**src/rtl/guess_target_gen.sv**
```systemverilog
// guess_target_gen: input stage of the number-guessing game.
// Conditions btnC/btnU (2-flop sync, debounce, rising-edge pulse) and runs a free-running
// 16-bit Galois LFSR. On each accepted btnU press it captures an 8-bit target and converts
// it to three BCD digits, one double-dabble iteration per cycle.
//
// Optional build macro GUESS_TGEN_NONZERO_EN: when defined, a sampled value of 0 is rejected
// in CAPTURE and the LFSR is resampled on the next cycle, so 0 is never published.
//
// Handshake: there is no valid/ready pair here. new_target is a 1-cycle strobe that fires in
// the first cycle the new target and digits are visible. Consumers may read target/bcd_* at
// any time; they only change together on that strobe. target_valid stays high once the first
// target has been published. busy covers CAPTURE and CONVERT; btnU presses while the FSM is
// not in IDLE are dropped.
//
// state_dbg mirrors the FSM state register (0 IDLE, 1 CAPTURE, 2 CONVERT, 3 DONE).

module guess_target_gen #(
    parameter int          DEBOUNCE_CYCLES = 1_000_000,
    parameter logic [15:0] LFSR_SEED       = 16'hACE1
) (
    input  logic       clk,
    input  logic       rst,
    input  logic       btnC,
    input  logic       btnU,
    output logic       start,
    output logic [7:0] target,
    output logic [3:0] bcd_hund,
    output logic [3:0] bcd_tens,
    output logic [3:0] bcd_ones,
    output logic       target_valid,
    output logic       new_target,
    output logic       busy,
    output logic [1:0] state_dbg
);

    // An all-zero seed would lock the LFSR, so it is replaced with 1.
    localparam logic [15:0] SEED_EFF = (LFSR_SEED == 16'h0000) ? 16'h0001 : LFSR_SEED;
    localparam int          CW       = (DEBOUNCE_CYCLES > 1) ? $clog2(DEBOUNCE_CYCLES) : 1;
    localparam logic [CW-1:0] CNT_LAST = CW'(DEBOUNCE_CYCLES - 1);
    localparam logic [15:0] LFSR_MASK = 16'hB400;

    typedef enum logic [1:0] {
        S_IDLE    = 2'd0,
        S_CAPTURE = 2'd1,
        S_CONVERT = 2'd2,
        S_DONE    = 2'd3
    } state_t;

    // Index 0 = btnC, index 1 = btnU.
    logic [1:0]         raw;
    logic [1:0]         sync1;
    logic [1:0]         sync2;
    logic [1:0]         level;
    logic [1:0]         level_d;
    logic [1:0][CW-1:0] db_cnt;
    logic [1:0]         press;
    logic               press_c;
    logic               press_u;

    logic [15:0] lfsr;
    state_t      state;
    logic [7:0]  cand;
    logic [19:0] dd;
    logic [19:0] dd_next;
    logic [2:0]  iter;

    // One double-dabble iteration: add 3 to every BCD nibble >= 5, then shift left by one.
    function automatic logic [19:0] dabble_step(input logic [19:0] d);
        logic [19:0] a;
        a = d;
        if (a[19:16] >= 4'd5) a[19:16] = a[19:16] + 4'd3;
        if (a[15:12] >= 4'd5) a[15:12] = a[15:12] + 4'd3;
        if (a[11:8]  >= 4'd5) a[11:8]  = a[11:8]  + 4'd3;
        return {a[18:0], 1'b0};
    endfunction

    assign raw       = {btnU, btnC};
    assign press     = level & ~level_d;
    assign press_c   = press[0];
    assign press_u   = press[1];
    assign dd_next   = dabble_step(dd);
    assign state_dbg = state;

    // Synchronize both buttons, then accept a new level only after DEBOUNCE_CYCLES
    // consecutive disagreeing samples; any agreeing sample restarts the count.
    always_ff @(posedge clk or posedge rst) begin
        if (rst) begin
            sync1   <= '0;
            sync2   <= '0;
            level   <= '0;
            level_d <= '0;
            db_cnt  <= '0;
        end else begin
            sync1   <= raw;
            sync2   <= sync1;
            level_d <= level;
            for (int i = 0; i < 2; i++) begin
                if (sync2[i] != level[i]) begin
                    if (db_cnt[i] == CNT_LAST) begin
                        level[i]  <= sync2[i];
                        db_cnt[i] <= '0;
                    end else begin
                        db_cnt[i] <= db_cnt[i] + 1'b1;
                    end
                end else begin
                    db_cnt[i] <= '0;
                end
            end
        end
    end

    // Free-running Galois LFSR, shifting every cycle regardless of the FSM.
    always_ff @(posedge clk or posedge rst) begin
        if (rst) begin
            lfsr <= SEED_EFF;
        end else begin
            lfsr <= {1'b0, lfsr[15:1]} ^ (lfsr[0] ? LFSR_MASK : 16'h0000);
        end
    end

    // Sticky game-started flag; only reset clears it.
    always_ff @(posedge clk or posedge rst) begin
        if (rst) begin
            start <= 1'b0;
        end else if (press_c) begin
            start <= 1'b1;
        end
    end

    // Capture/convert/publish FSM. The publish happens on the edge that completes the 8th
    // iteration so new_target and the digits appear together in the DONE cycle.
    always_ff @(posedge clk or posedge rst) begin
        if (rst) begin
            state        <= S_IDLE;
            cand         <= '0;
            dd           <= '0;
            iter         <= '0;
            busy         <= 1'b0;
            new_target   <= 1'b0;
            target_valid <= 1'b0;
            target       <= '0;
            bcd_hund     <= '0;
            bcd_tens     <= '0;
            bcd_ones     <= '0;
        end else begin
            case (state)
                S_IDLE: begin
                    new_target <= 1'b0;
                    // start is the value registered before this edge; a simultaneous
                    // btnC press suppresses the btnU press.
                    if (press_u && start && !press_c) begin
                        state <= S_CAPTURE;
                        busy  <= 1'b1;
                    end
                end
                S_CAPTURE: begin
`ifdef GUESS_TGEN_NONZERO_EN
                    if (lfsr[7:0] != 8'h00) begin
                        cand  <= lfsr[7:0];
                        dd    <= {12'h000, lfsr[7:0]};
                        iter  <= '0;
                        state <= S_CONVERT;
                    end
`else
                    cand  <= lfsr[7:0];
                    dd    <= {12'h000, lfsr[7:0]};
                    iter  <= '0;
                    state <= S_CONVERT;
`endif
                end
                S_CONVERT: begin
                    dd   <= dd_next;
                    iter <= iter + 3'd1;
                    if (iter == 3'd7) begin
                        state        <= S_DONE;
                        busy         <= 1'b0;
                        new_target   <= 1'b1;
                        target_valid <= 1'b1;
                        target       <= cand;
                        bcd_hund     <= dd_next[19:16];
                        bcd_tens     <= dd_next[15:12];
                        bcd_ones     <= dd_next[11:8];
                    end
                end
                S_DONE: begin
                    new_target <= 1'b0;
                    state      <= S_IDLE;
                end
                default: begin
                    state <= S_IDLE;
                end
            endcase
        end
    end

endmodule

```
**config.mk**
```make
export PLATFORM = sky130hd
export DESIGN_NAME = guess_target_gen
export DESIGN_NICKNAME = d
export VERILOG_FILES = /design/src/rtl/guess_target_gen.sv
export SDC_FILE = /design/constraint.sdc
export NUM_CORES = 1
export LEC_CHECK = 0
export ABC_CLOCK_PERIOD_IN_PS = 7450
export CORE_MARGIN = 10
export CORE_UTILIZATION = 64
export DETAILED_ROUTE_END_ITERATION = 10
export HOLD_SLACK_MARGIN = 0.05
export PLACE_DENSITY = 0.85
export SLEW_MARGIN = 20
export SYNTH_ARGS = -nofsm -noshare
export SYNTH_HDL_FRONTEND = slang
export SYNTH_SLANG_ARGS = --single-unit
```
**constraint.sdc**
```tcl
create_clock -name clk -period 7.45 [get_ports clk]
set_input_delay 1.1175 -clock clk [delete_from_list [all_inputs] [get_ports clk]]
set_output_delay 1.1175 -clock clk [all_outputs]
set_load 0.01 [all_outputs]
```
Yosys cells after proc, flatten, opt, wreduce, memory -nomap -nowiden. Index checks and enable logic that the tools add are counted.

Output and inout bits: 26. Register bits after elaboration: 121. Logic and storage cells: 74. Input port bits: 4.

Equality and inequality tests: 10. $add $sub $neg: 6. Muxes and demuxes: 18. Bitwise gates (word level): 3. $lt $le $gt $ge: 3. Reduce and logical (&&, ||, !) cells: 14.

Operators by type and width (number): $mux 20 (4); $add 20x1->20 const B (2); $eq 20x20->1 const B (2); $pmux 20 s2 (1); $mux 16 (1); $xor 15x16->16 (1); $ge 4x3->1 const B (3); $reduce_and 2->1 (5); $add 4x2->4 const B (2); $mux 4 (2); $pmux 2 s4 (1); $pmux 3 s2 (1); $reduce_bool 2->1 (3); $eq 2x2->1 const B (2); $mux 2 (2); $ne 2x2->1 const B (2); $pmux 1 s2 (2); $add 3x1->3 const B (1); $add 3x2->3 const B (1); $eq 3x3->1 const B (1); $mux 1 (3); $mux 3 (1); $reduce_and 3->1 (1); $and 2x2->2 (1); other kinds (7) (9).

Logic depth before layout (Yosys ltp). Gate-level depths: netlist of run 1.

Depth in word-level cells: 6. Depth in mapped cells: 7. Depth with buffers taken out: 6.

Worst setup path after synthesis of run 1. No wires, ideal clock.

Kind: flip-flop to flip-flop. From: reg db_cnt[6] (netlist bit). To: reg db_cnt[18] (netlist bit). Slack: 5.659 ns. Cell stages (with the launch flop): 6. Required time: 7.376 ns. Buffers on the path: 1. Library setup time: 0.074 ns. Arrival time: 1.717 ns. Clock period less this slack: 1.791 ns. Path through: dfrtp_1 -> nand3_4 -> or4_1 -> buf_2 -> or4_4 -> a21oi_2.

Cells in the longest elaborated chain, start to end: 3. Elaborated cells on any way between the ends: 4. Those cells by class: add/sub: 1; eq/ne: 1; mux: 2.

RTL lines: start, declared (RTL line 55) `logic [1:0][CW-1:0] db_cnt;`; start signal, assigned by index (RTL line 103) `db_cnt[i] <= db_cnt[i] + 1'b1;`; $add 20x1->20 or $eq 20x20->1 (tied branches) (RTL line 103, 99); $mux 20 (*) (RTL line 99) `if (db_cnt[i] == CNT_LAST) begin`; $mux 20 (*) (RTL line 98) `if (sync2[i] != level[i]) begin`.

Every way passes the cells marked *; elsewhere a longest branch is shown, timed or not. A chain may end at the register's enable or synchronous reset.

Worst setup path in the final report of run 1.
From: reg state[1] (netlist: state_dbg[1]). To: out state_dbg[1].

RTL lines: start, declared (RTL line 61) `state_t state;`; start signal, assigned (RTL line 134) `state <= S_IDLE;`; start signal, assigned (RTL line 152) `state <= S_CAPTURE;`; start signal, assigned (RTL line 168) `state <= S_CONVERT;`; end, declared (RTL line 33) `output logic [1:0] state_dbg`.

No word-level cell between the ends.

==> summary.txt, run 1 <==
Global routing
  – Vias in the first global route: 3,788
  – Initial antenna violation count: 0
  – Gr usage total: 0.191
  – Largest net degree at the start of global routing: 65
  – Grt ovf: 0
  – First-pass GRT wire length: 18.2 mm

Pwr
  – Maximum VDD drop: 0.233 mV
  – Comb pwr share: 0.017
  – Clock network power share: 0.531
  – Switching share of power: 0.237
  – P_int: 1.12 mW
  – Sw power: 0.348 mW
  – Register share of total power: 0.452
  – Static leakage: 2.68 nW
  – PD cells: 239 nW/um^2
  – Total power: 1.47 mW

Drt
  – DRT antenna net count: 0
  – Starting DRC count in detailed routing: 202
  – Via count: 3,634
  – WL met1: 4.52 mm
  – Drt first pass iters: 4
  – DRC viols: 0
  – Drt wl/cell: 17.5 um
  – DR WL met3: 361 um
  – WL final: 10.7 mm
  – Uppermost routed layer: met4
  – WL met2: 5.53 mm
  – Via density: 5.95

Yosys
  – Mux contribution to synthesized area: 0.0693
  – Synth Area in Adders: 0.0312
  – Yosys Warn Count: 0
  – Count leader, synth: dfrtp_1
  – Largest family of logic cells by synthesized area: simple AND/OR/NAND/NOR gates
  – Synth area leaders: dfrtp_1 54%, mux2_2 5.4%, dfstp_2 4.0%, xor2_1 3.2%, ha_1 3.1%
  – Avg Inst Size Synth: 11.2 um^2
  – Synthesized Nets: 482
  – Cell Area, Synth: 5220 um^2
  – Synth top area share: 0.542
  – Synth Flop Type: dfrtp_1
  – Synth Register Bits: 121
  – EDFF count, synth: 0
  – Synth area leader: dfrtp_1
  – Post-Syn Instances: 465
  – Post-synthesis sequential area ratio: 0.582
  – Post-synth cell types: 44
  – Synth Area in XOR/XNOR: 0.0504
  – Simple-Gate Fraction of Synth Area: 0.143
  – Async S/R FF share, synth: 1.00
  – Most instantiated cells after synthesis: 113 x dfrtp_1, 36 x nor2_1, 29 x nand2_1, 28 x a21oi_1
  – Post-synthesis compound-gate area fraction: 0.0904

Critical path
  – Worst path buffer plus inverter count: 1
  – Crit Path Class: reg -> out
  – CP Max Fanout: 4
  – Slowest cell delay on critical path: 0.57 ns
  – Crit path required time: 6.33 ns
  – R2R setup slack: 5.07 ns
  – Cells along the critical path: clkdlybuf4s50_1
  – Crit. End Element: primary output
  – Delay-heaviest family, CP: buffers and inverters
  – Slowest cell on crit path: clkdlybuf4s50_1
  – Crit path DAT: 1.48 ns
  – CP Launch Type: flip-flop

Clocking
  – CTS clk-pin slew, worst paths: 0.06 ns
  – Resized cells post-CTS: 0
  – Max Root-Sink Buffers: 2
  – Num CTS Buffers: 17
  – CTS tree: built
  – Hold_buf cts: 0
  – Clock Sinks: 121
  – H-tree lvl count: 4
  – Root buffer cell: clkbuf_8
  – Worst-skew pair later-pin latency: 0.52 ns
  – Post-CTS Setup Bufs: 0

Placement
  – GP Congestion: 0.796
  – Port buffer count: 29
  – DP HPWL: 6.35 mm

STA
  – RSZ-0062 raised after global routing: no
  – Hold violation total from the final report: 0
  – Final setup fails: 0
  – Worst-margin pin slew: 0.795 ns
  – Post-Route Setup TNS: 0 ns
  – Clock skew: 0.00707 ns
  – Achievable Freq: 0.385 GHz
  – Rel. slew slack: 0.470
  – Crit path time final: 2.60 ns
  – Final Max Slew Viols: 0
  – Fin crit share: 0.349

Outcome
  – Run status: finished, final reports clean

Finish
  – Diodes inserted: 0
  – Area growth syn-to-layout: 18.1%
  – Final nets: 513
  – Share of layout cells above drive strength 1: 0.161

Die
  – Ports: 30
  – Initial Utilization: 0.665
  – Die Ht: 110 um
  – Die area: 12,200 um^2
  – Core area: 7850 um^2
  – # rows: 32
  – Die width: 110 um

Worst hold path
  – Hold Path Class: reg -> reg

Job
  – MaxCap Viol Count: 0
## cell usage in the layout (no fill, tap or decap), drive strengths merged, types with 2 or more instances in the layout
cell type,count
and4,3
mux2i,8
and2,2
nand3,21
nor2,36
o21ai,25
nor4bb,2
or3,6
nor2b,2
clkbuf,17
nand2,29
mux2,25
nand4,7
buf,4
inv,35
clkdlybuf4s50,29
nand2b,4
a31oi,3
dfstp,8
nor4,6
xnor2,11
o22ai,11
and3,4
nor3,5
a21oi,29
o31ai,10
ha,13
xor2,19
dfrtp,113
or4,9
clkinvlp,3
## cells by family (layout without fill, tap and decap cells)
logic type,after synthesis,in the layout
multiplexers,33,33
buffers and inverters,46,90
flip-flops,121,121
XOR/XNOR,30,30
adder cells (fa/ha/maj),13,13
AND/OR/NAND/NOR,140,140
AO/OA/AOI/OAI,82,82
## metrics by stage
stage / instances / area [um^2] / util / setup slack, ns / hold WS [ns]
5_1_grt: 611 / 6160 / 0.785 / 4.78 / 0.368
3_5_place_dp: 579 / 5590 / 0.712 / 4.51 / 0.340
3_3_place_gp: 579 / 5590 / 0.712 / 4.53 / 0.335
2_1_floorplan: 465 / 5220 / - / 3.13 / 0.331
4_1_cts: 611 / 6160 / 0.785 / 4.75 / 0.361
6_report: 611 / 6160 / 0.785 / 4.85 / 0.357
## registers in the layout, indices dropped and copies added, names as in the netlist, 2 cells and up
register / flops
bcd_tens: 4
sync1: 2
lfsr: 16
state_dbg: 2
level_d: 2
iter: 3
dd: 20
bcd_hund: 4
sync2: 2
target: 8
level: 2
db_cnt: 40
bcd_ones: 4
cand: 8
## area by class of cell
cell class                      count  area (um^2)
Clock inverter                     15          154
Inverter                           25         96.3
Timing Repair Buffer               33          320
Clock buffer                       17          414
Sequential cell                   121         3040
Multi-Input combinational cell    298         2010
Tap cell                          102          128
Fill cell                         454         1690
## worst paths after layout
| path | start | to | cells past startpoint |
|---|---|---|---|
| worst max-delay path | state_dbg[1] | state_dbg[1] | 1 |
| worst min-delay path | lfsr[12] | lfsr[11] | 0 |
| worst max register to register | state_dbg[0] | state_dbg[1] | 5 |
| worst min register to register | lfsr[12] | lfsr[11] | 0 |
| max in group asynchronous | rst | iter[1] | 3 |
| min in group asynchronous | rst | sync2[0] | 2 |
## power groups by stage
stage               combinational (mW)  clock [mW]  sequential, mW
detailed placement              0.0255           0           0.676
finish                          0.0248       0.780           0.665
global placement                0.0249           0           0.676
CTS                             0.0259       0.789           0.665
global route                    0.0287       0.824           0.665
floorplan                       0.0178           0           0.676
## routing by layer
| metal | vias to the layer above | track usage |
|---|---|---|
| met5 | - | 0 |
| met4 | 0 | 0.0890 |
| met3 | 25 | 0.0476 |
| met2 | 79 | 0.327 |
| met1 | 1836 | 0.221 |
| li1 | 1694 | - |
No activity file was read; power rests on OpenSTA's default activity.
==> run 2, diff against run 1 <==
- ABC_CLOCK_PERIOD_IN_PS: 7450 -> 2500
- CORE_UTILIZATION: 64 -> 59
- PLACE_DENSITY: 0.85 -> 0.79
- clock period: 7.45 -> 2.5 ns (I/O delays scaled with it)
==> summary.txt, run 2 (synthesis results as in run 1) <==
Outcome
  – Run status: finished, final reports clean

Pwr
  – Static leakage: 2.73 nW (+1.8%)
  – PD cells: 723 nW/um^2 (+200%)
  – Maximum VDD drop: 0.497 mV (+110%)
  – Total power: 4.53 mW (+210%)

Critical path
  – Crit path required time: 2.93 ns (-3.40 ns)
  – Slowest cell delay on critical path: 0.63 ns (+0.06 ns)
  – R2R depth: 4 (-1)
  – CP Launch Type: flip-flop
  – WP depth: 4 (+3)
  – Cells along the critical path: and4_1 -> nand4_1 -> or4_1 -> a21oi_1
  – Slowest cell on crit path: or4_1
  – Worst path buffer plus inverter count: 0 (-1)
  – Crit Path Class: reg -> reg
  – Crit. End Element: flip-flop
  – Crit path DAT: 2.43 ns (+0.95 ns)
  – Delay-heaviest family, CP: simple AND/OR/NAND/NOR gates
  – CP Max Fanout: 14 (+10)

Finish
  – Share of layout cells above drive strength 1: 0.169 (+0.00783)
  – Most common cell after layout, fill and taps aside: dfrtp_1
  – Finished Layout Cells: 623 (+2.0%)
  – Max reg flops: 40 (unchanged)
  – Fill cells: 605 (+33%)
  – Final nets: 519 (+1.2%)
  – Most flops, register: db_cnt
  – Diodes inserted: 0 (unchanged)
  – Biggest regs: db_cnt (40), dd (20), lfsr (16)
  – Final core utilization: 0.721 (-0.0638)
  – Area growth syn-to-layout: 20.0%
  – Most frequent cells in the layout: 113 x dfrtp_1, 36 x nor2_1, 29 x nand2_1, 29 x clkdlybuf4s50_1, 28 x a21oi_1

STA
  – Achievable Freq: 0.499 GHz
  – Final setup fails: 0 (unchanged)
  – RSZ-0062 raised after global routing: no
  – Worst-margin pin slew: 0.496 ns (-0.299 ns)
  – Fin crit share: 0.802
  – Rel. slew slack: 0.668 (+0.198)
  – Hold violation total from the final report: 0 (unchanged)
  – Final Max Slew Viols: 0 (unchanged)
  – Post-Route Setup TNS: 0 ns (unchanged)
  – Crit path time final: 2.00 ns
  – Clock skew: 0.0105 ns (+0.00348 ns)

Drt
  – WL final: 9.99 mm (-6.5%)
  – DRC viols: 0 (unchanged)
  – Drt first pass iters: 4 (unchanged)
  – Via count: 3,545 (-2.4%)
  – DRT antenna net count: 0 (unchanged)
  – Drt wl/cell: 16.0 um (-8.3%)
  – Starting DRC count in detailed routing: 172 (-15%)
  – Via density: 5.69 (-4.3%)

Die
  – # rows: 34 (+6.3%)
  – Ports: 30 (unchanged)
  – Core area: 8680 um^2 (+11%)
  – Initial Utilization: 0.601 (-0.0636)
  – Die Ht: 114 um (+3.4%)
  – Die area: 13,000 um^2 (+6.9%)
  – Die width: 114 um (+3.4%)

Placement
  – Placed insts: 591 (+2.1%)
  – DP HPWL: 6.36 mm (+0.27%)
  – Port buffer count: 29 (unchanged)
  – GP Congestion: 0.846 (+6.3%)

Clocking
  – Post-CTS Setup Bufs: 0 (unchanged)
  – CTS tree: built
  – Num CTS Buffers: 17 (unchanged)
  – Hold_buf cts: 0 (unchanged)
  – Clock Sinks: 121 (unchanged)
  – H-tree lvl count: 4 (unchanged)
  – Root buffer cell: clkbuf_8
  – Worst-skew pair later-pin latency: 0.52 ns (about the same)
  – CTS clk-pin slew, worst paths: 0.06 ns (about the same)
  – Resized cells post-CTS: 0 (unchanged)
  – Max Root-Sink Buffers: 2 (unchanged)

Worst hold path
  – Hold Path Class: in -> async

Global routing
  – First-pass GRT wire length: 17.5 mm (-3.6%)
  – Vias in the first global route: 3,668 (-3.2%)
  – Largest net degree at the start of global routing: 60 (-7.7%)
  – Initial antenna violation count: 0 (unchanged)
  – Gr usage total: 0.163 (-0.0280)
  – Grt ovf: 0 (unchanged)

Job
  – MaxCap Viol Count: 0 (unchanged)
run 2: final timing paths:
check | start | end | slack, ns
setup / recovery | db_cnt[26] | db_cnt[39] | 0.50
max in group asynchronous | rst | db_cnt[38] | 1.57
setup reg to reg | db_cnt[26] | db_cnt[39] | 0.50
hold reg to reg | lfsr[8] | lfsr[7] | 0.35
min in group clk | btnC | sync1[0] | 0.30
hold / removal | rst | db_cnt[27] | 0.19
run 2: power by group:
group	internal, mW	switching [mW]
Combinational	0.0222	0.0595
Sequential	1.97	0.0102
Clock	1.54	0.930
run 2: per-layer routing:
layer  track usage  vias to the layer above  share of wire
li1              -                     1713              -
met1         0.202                     1754           0.44
met2         0.264                       65           0.50
met3        0.0504                       13          0.043
met4        0.0551                        0          0.013
met5             0                        -              0
run 2: metrics by stage:
| step | hold slack, ns | instance area, um^2 | worst slack, ns |
|---|---|---|---|
| 2_1_floorplan | 0.331 | 5220 | 0.648 |
| 3_3_place_gp | 0.334 | 5660 | 0.658 |
| 3_5_place_dp | 0.339 | 5660 | 0.563 |
| 4_1_cts | 0.177 | 6260 | 0.481 |
| 5_1_grt | 0.211 | 6260 | 0.316 |
| 6_report | 0.193 | 6260 | 0.496 |
run 2: area by class of cell:
type	instances	area (um^2)	share of cell area
clock inverter	15	189	0.0302
timing repair buffer	39	378	0.0604
tap	108	135	0.0216
inverter	25	97.6	0.0156
sequential	121	3040	0.485
multi-input combinational	298	2010	0.321
clock buffer	17	414	0.0662
==> run 3, diff against run 2 <==
- ABC_CLOCK_PERIOD_IN_PS: 2500 -> 2040
- clock period: 2.5 -> 2.04 ns (I/O delays scaled with it)
==> summary.txt, run 3 (synthesis results as in run 1) <==
Finish
  – Most frequent cells in the layout: 113 x dfrtp_1, 36 x nor2_1, 29 x nand2_1, 29 x clkdlybuf4s50_1, 28 x a21oi_1
  – Area growth syn-to-layout: 20.0% (about the same)
  – Biggest regs: db_cnt (40), dd (20), lfsr (16)
  – Max reg flops: 40 (unchanged)
  – Most common cell after layout, fill and taps aside: dfrtp_1
  – Share of layout cells above drive strength 1: 0.177 (+0.00833)
  – Final nets: 523 (+0.77%)
  – Fill cells: 600 (-0.83%)
  – Finished Layout Cells: 627 (+0.64%)
  – Post-Layout Inst Area: 6260 um^2 (about the same)
  – Most flops, register: db_cnt
  – Diodes inserted: 0 (unchanged)
  – Final core utilization: 0.721 (about the same)

Drt
  – Drt wl/cell: 16.4 um (+2.3%)
  – Drt first pass iters: 5 (+1)
  – WL final: 10.3 mm (+3.0%)
  – Starting DRC count in detailed routing: 213 (+24%)
  – DRC viols: 0 (unchanged)
  – Via count: 3,601 (+1.6%)
  – DRT antenna net count: 0 (unchanged)
  – Via density: 5.74 (+0.93%)

Placement
  – Placed insts: 595 (+0.68%)
  – Port buffer count: 29 (unchanged)
  – Place WS: 0.138 ns (-0.425 ns)
  – Area post-placement: 5690 um^2 (+0.53%)
  – GP Congestion: 0.873 (+3.2%)
  – DP HPWL: 6.56 mm (+3.1%)

Clocking
  – Root buffer cell: clkbuf_8
  – CTS clk-pin slew, worst paths: 0.06 ns (about the same)
  – Max Root-Sink Buffers: 2 (unchanged)
  – H-tree lvl count: 4 (unchanged)
  – CTS tree: built
  – Num CTS Buffers: 17 (unchanged)
  – Clock Sinks: 121 (unchanged)
  – Worst-skew pair later-pin latency: 0.52 ns (about the same)

STA
  – Final Max Slew Viols: 0 (unchanged)
  – Fin crit share: 0.937 (+0.136)
  – Hold_ws: 0.230 ns (+0.0362 ns)
  – Worst-margin pin slew: 0.507 ns (+0.0108 ns)
  – RSZ-0062 raised after global routing: no
  – Final setup fails: 0 (unchanged)
  – Crit path time final: 1.91 ns (-0.0920 ns)
  – Hold violation total from the final report: 0 (unchanged)
  – Achievable Freq: 0.523 GHz (+4.8%)
  – Final WS setup: 0.128 ns (-0.368 ns)
  – Clock skew: 0.00843 ns (-0.00211 ns)
  – Rel. slew slack: 0.662 (-0.00638)
  – Post-Route Setup TNS: 0 ns (unchanged)

Pwr
  – Switching share of power: 0.232 (+0.0114)
  – Clock network power share: 0.530 (-0.015)
  – Sw power: 1.24 mW (+24%)
  – Maximum VDD drop: 0.545 mV (+9.7%)
  – Static leakage: 2.73 nW (about the same)
  – Total power: 5.36 mW (+18%)
  – Register share of total power: 0.453 (+0.016)
  – Comb pwr share: 0.018 (about the same)
  – P_int: 4.12 mW (+17%)
  – PD cells: 857 nW/um^2 (+18%)

Global routing
  – Grt ovf: 0 (unchanged)
  – Initial antenna violation count: 0 (unchanged)
  – Largest net degree at the start of global routing: 95 (+58%)
  – Vias in the first global route: 3,799 (+3.6%)
  – First-pass GRT wire length: 17.7 mm (+0.99%)
  – Gr usage total: 0.167 (+0.00396)

Die
  – # rows: 34 (unchanged)
  – Die area: 13,000 um^2 (unchanged)
  – Initial Utilization: 0.601 (unchanged)
  – Die Ht: 114 um (unchanged)
  – Core area: 8680 um^2 (unchanged)
  – Die width: 114 um (unchanged)
  – Ports: 30 (unchanged)

Critical path
  – R2R setup slack: 0.13 ns (-0.37 ns)
  – Crit path DAT: 2.34 ns (-0.09 ns)
  – Worst path buffer plus inverter count: 0 (unchanged)
  – Crit path required time: 2.47 ns (-0.46 ns)
  – Worst setup path startpoint: db_cnt[2]
  – FF-to-FF End: db_cnt[15]
  – Crit Path Class: reg -> reg
  – CP Max Fanout: 6 (-8)
  – Delay-heaviest family, CP: simple AND/OR/NAND/NOR gates
  – Cells along the critical path: nand3_1 -> or3_2 -> or4_1 -> a21oi_1
  – CP Launch Type: flip-flop
  – Crit. End Element: flip-flop
  – Worst r2r src: db_cnt[2]
  – Slowest cell delay on critical path: 0.57 ns (-0.06 ns)
  – R2R depth: 4 (unchanged)
  – Slowest cell on crit path: or3_2

Worst hold path
  – Hold Path Class: in -> reg
  – Worst hold path cell count: 1
  – Worst Hold End: sync1[0]
  – Min-delay src: btnC

Outcome
  – Run status: finished, final reports clean

Job
  – MaxCap Viol Count: 0 (unchanged)
run 3: cell types whose count changed in the layout (fill, tap and decap cells not counted):
cell / before / now
inv_6: 5 / 4
buf_4: 9 / 13
bufinv_16: 3 / 1
inv_8: 0 / 2
clkinvlp_4: 3 / 5
or4_1: 8 / 7
clkinv_4: 4 / 2
or4_4: 1 / 2
clkbuf_8: 1 / 2
run 3: worst max path at each step:
stage | to | slack (ns) | cells after the start
finish | db_cnt[15] | 0.13 | 4
detailed placement | db_cnt[18] | 0.14 | 4
CTS | db_cnt[15] | 0.12 | 4
global route | db_cnt[15] | 0.04 | 4
global placement | db_cnt[18] | 0.20 | 4
floorplan | db_cnt[18] | 0.25 | 5
run 3: repair_timing:
item / CTS / global route
setup buffers: 0 / 0
hold buffers: 0 / 0
resized for setup: 0 / 1
endpoints found under the hold margin: 0 / 0
endpoints found under the setup margin: 0 / 2
run 3: metal layers:
| layer | share of wire | routed length (um) | GRT usage | up-vias |
|---|---|---|---|---|
| met3 | 0.050 | 517 | 0.0541 | 15 |
| met5 | 0 | 0 | 0 | - |
| li1 | - | - | - | 1710 |
| met2 | 0.51 | 5240 | 0.270 | 86 |
| met1 | 0.42 | 4350 | 0.199 | 1790 |
| met4 | 0.017 | 178 | 0.0735 | 0 |
run 3: power by group through the flow:
stage	Clock, mW	Combinational [mW]	Sequential (mW)
after global routing	2.98	0.111	2.43
after floorplan	0	0.0656	2.47
after CTS	2.87	0.0999	2.43
after detailed placement	0	0.0995	2.47
after global placement	0	0.0974	2.47
final	2.84	0.0948	2.43
run 3: cell type report:
type	count	area, um^2	share of cell area
Timing Repair Buffer	43	408	0.0652
Clock buffer	18	428	0.0684
Clock inverter	14	140	0.0224
Tap cell	108	135	0.0216
Inverter	25	97.6	0.0156
Multi-Input combinational cell	298	2010	0.321
Sequential cell	121	3040	0.485
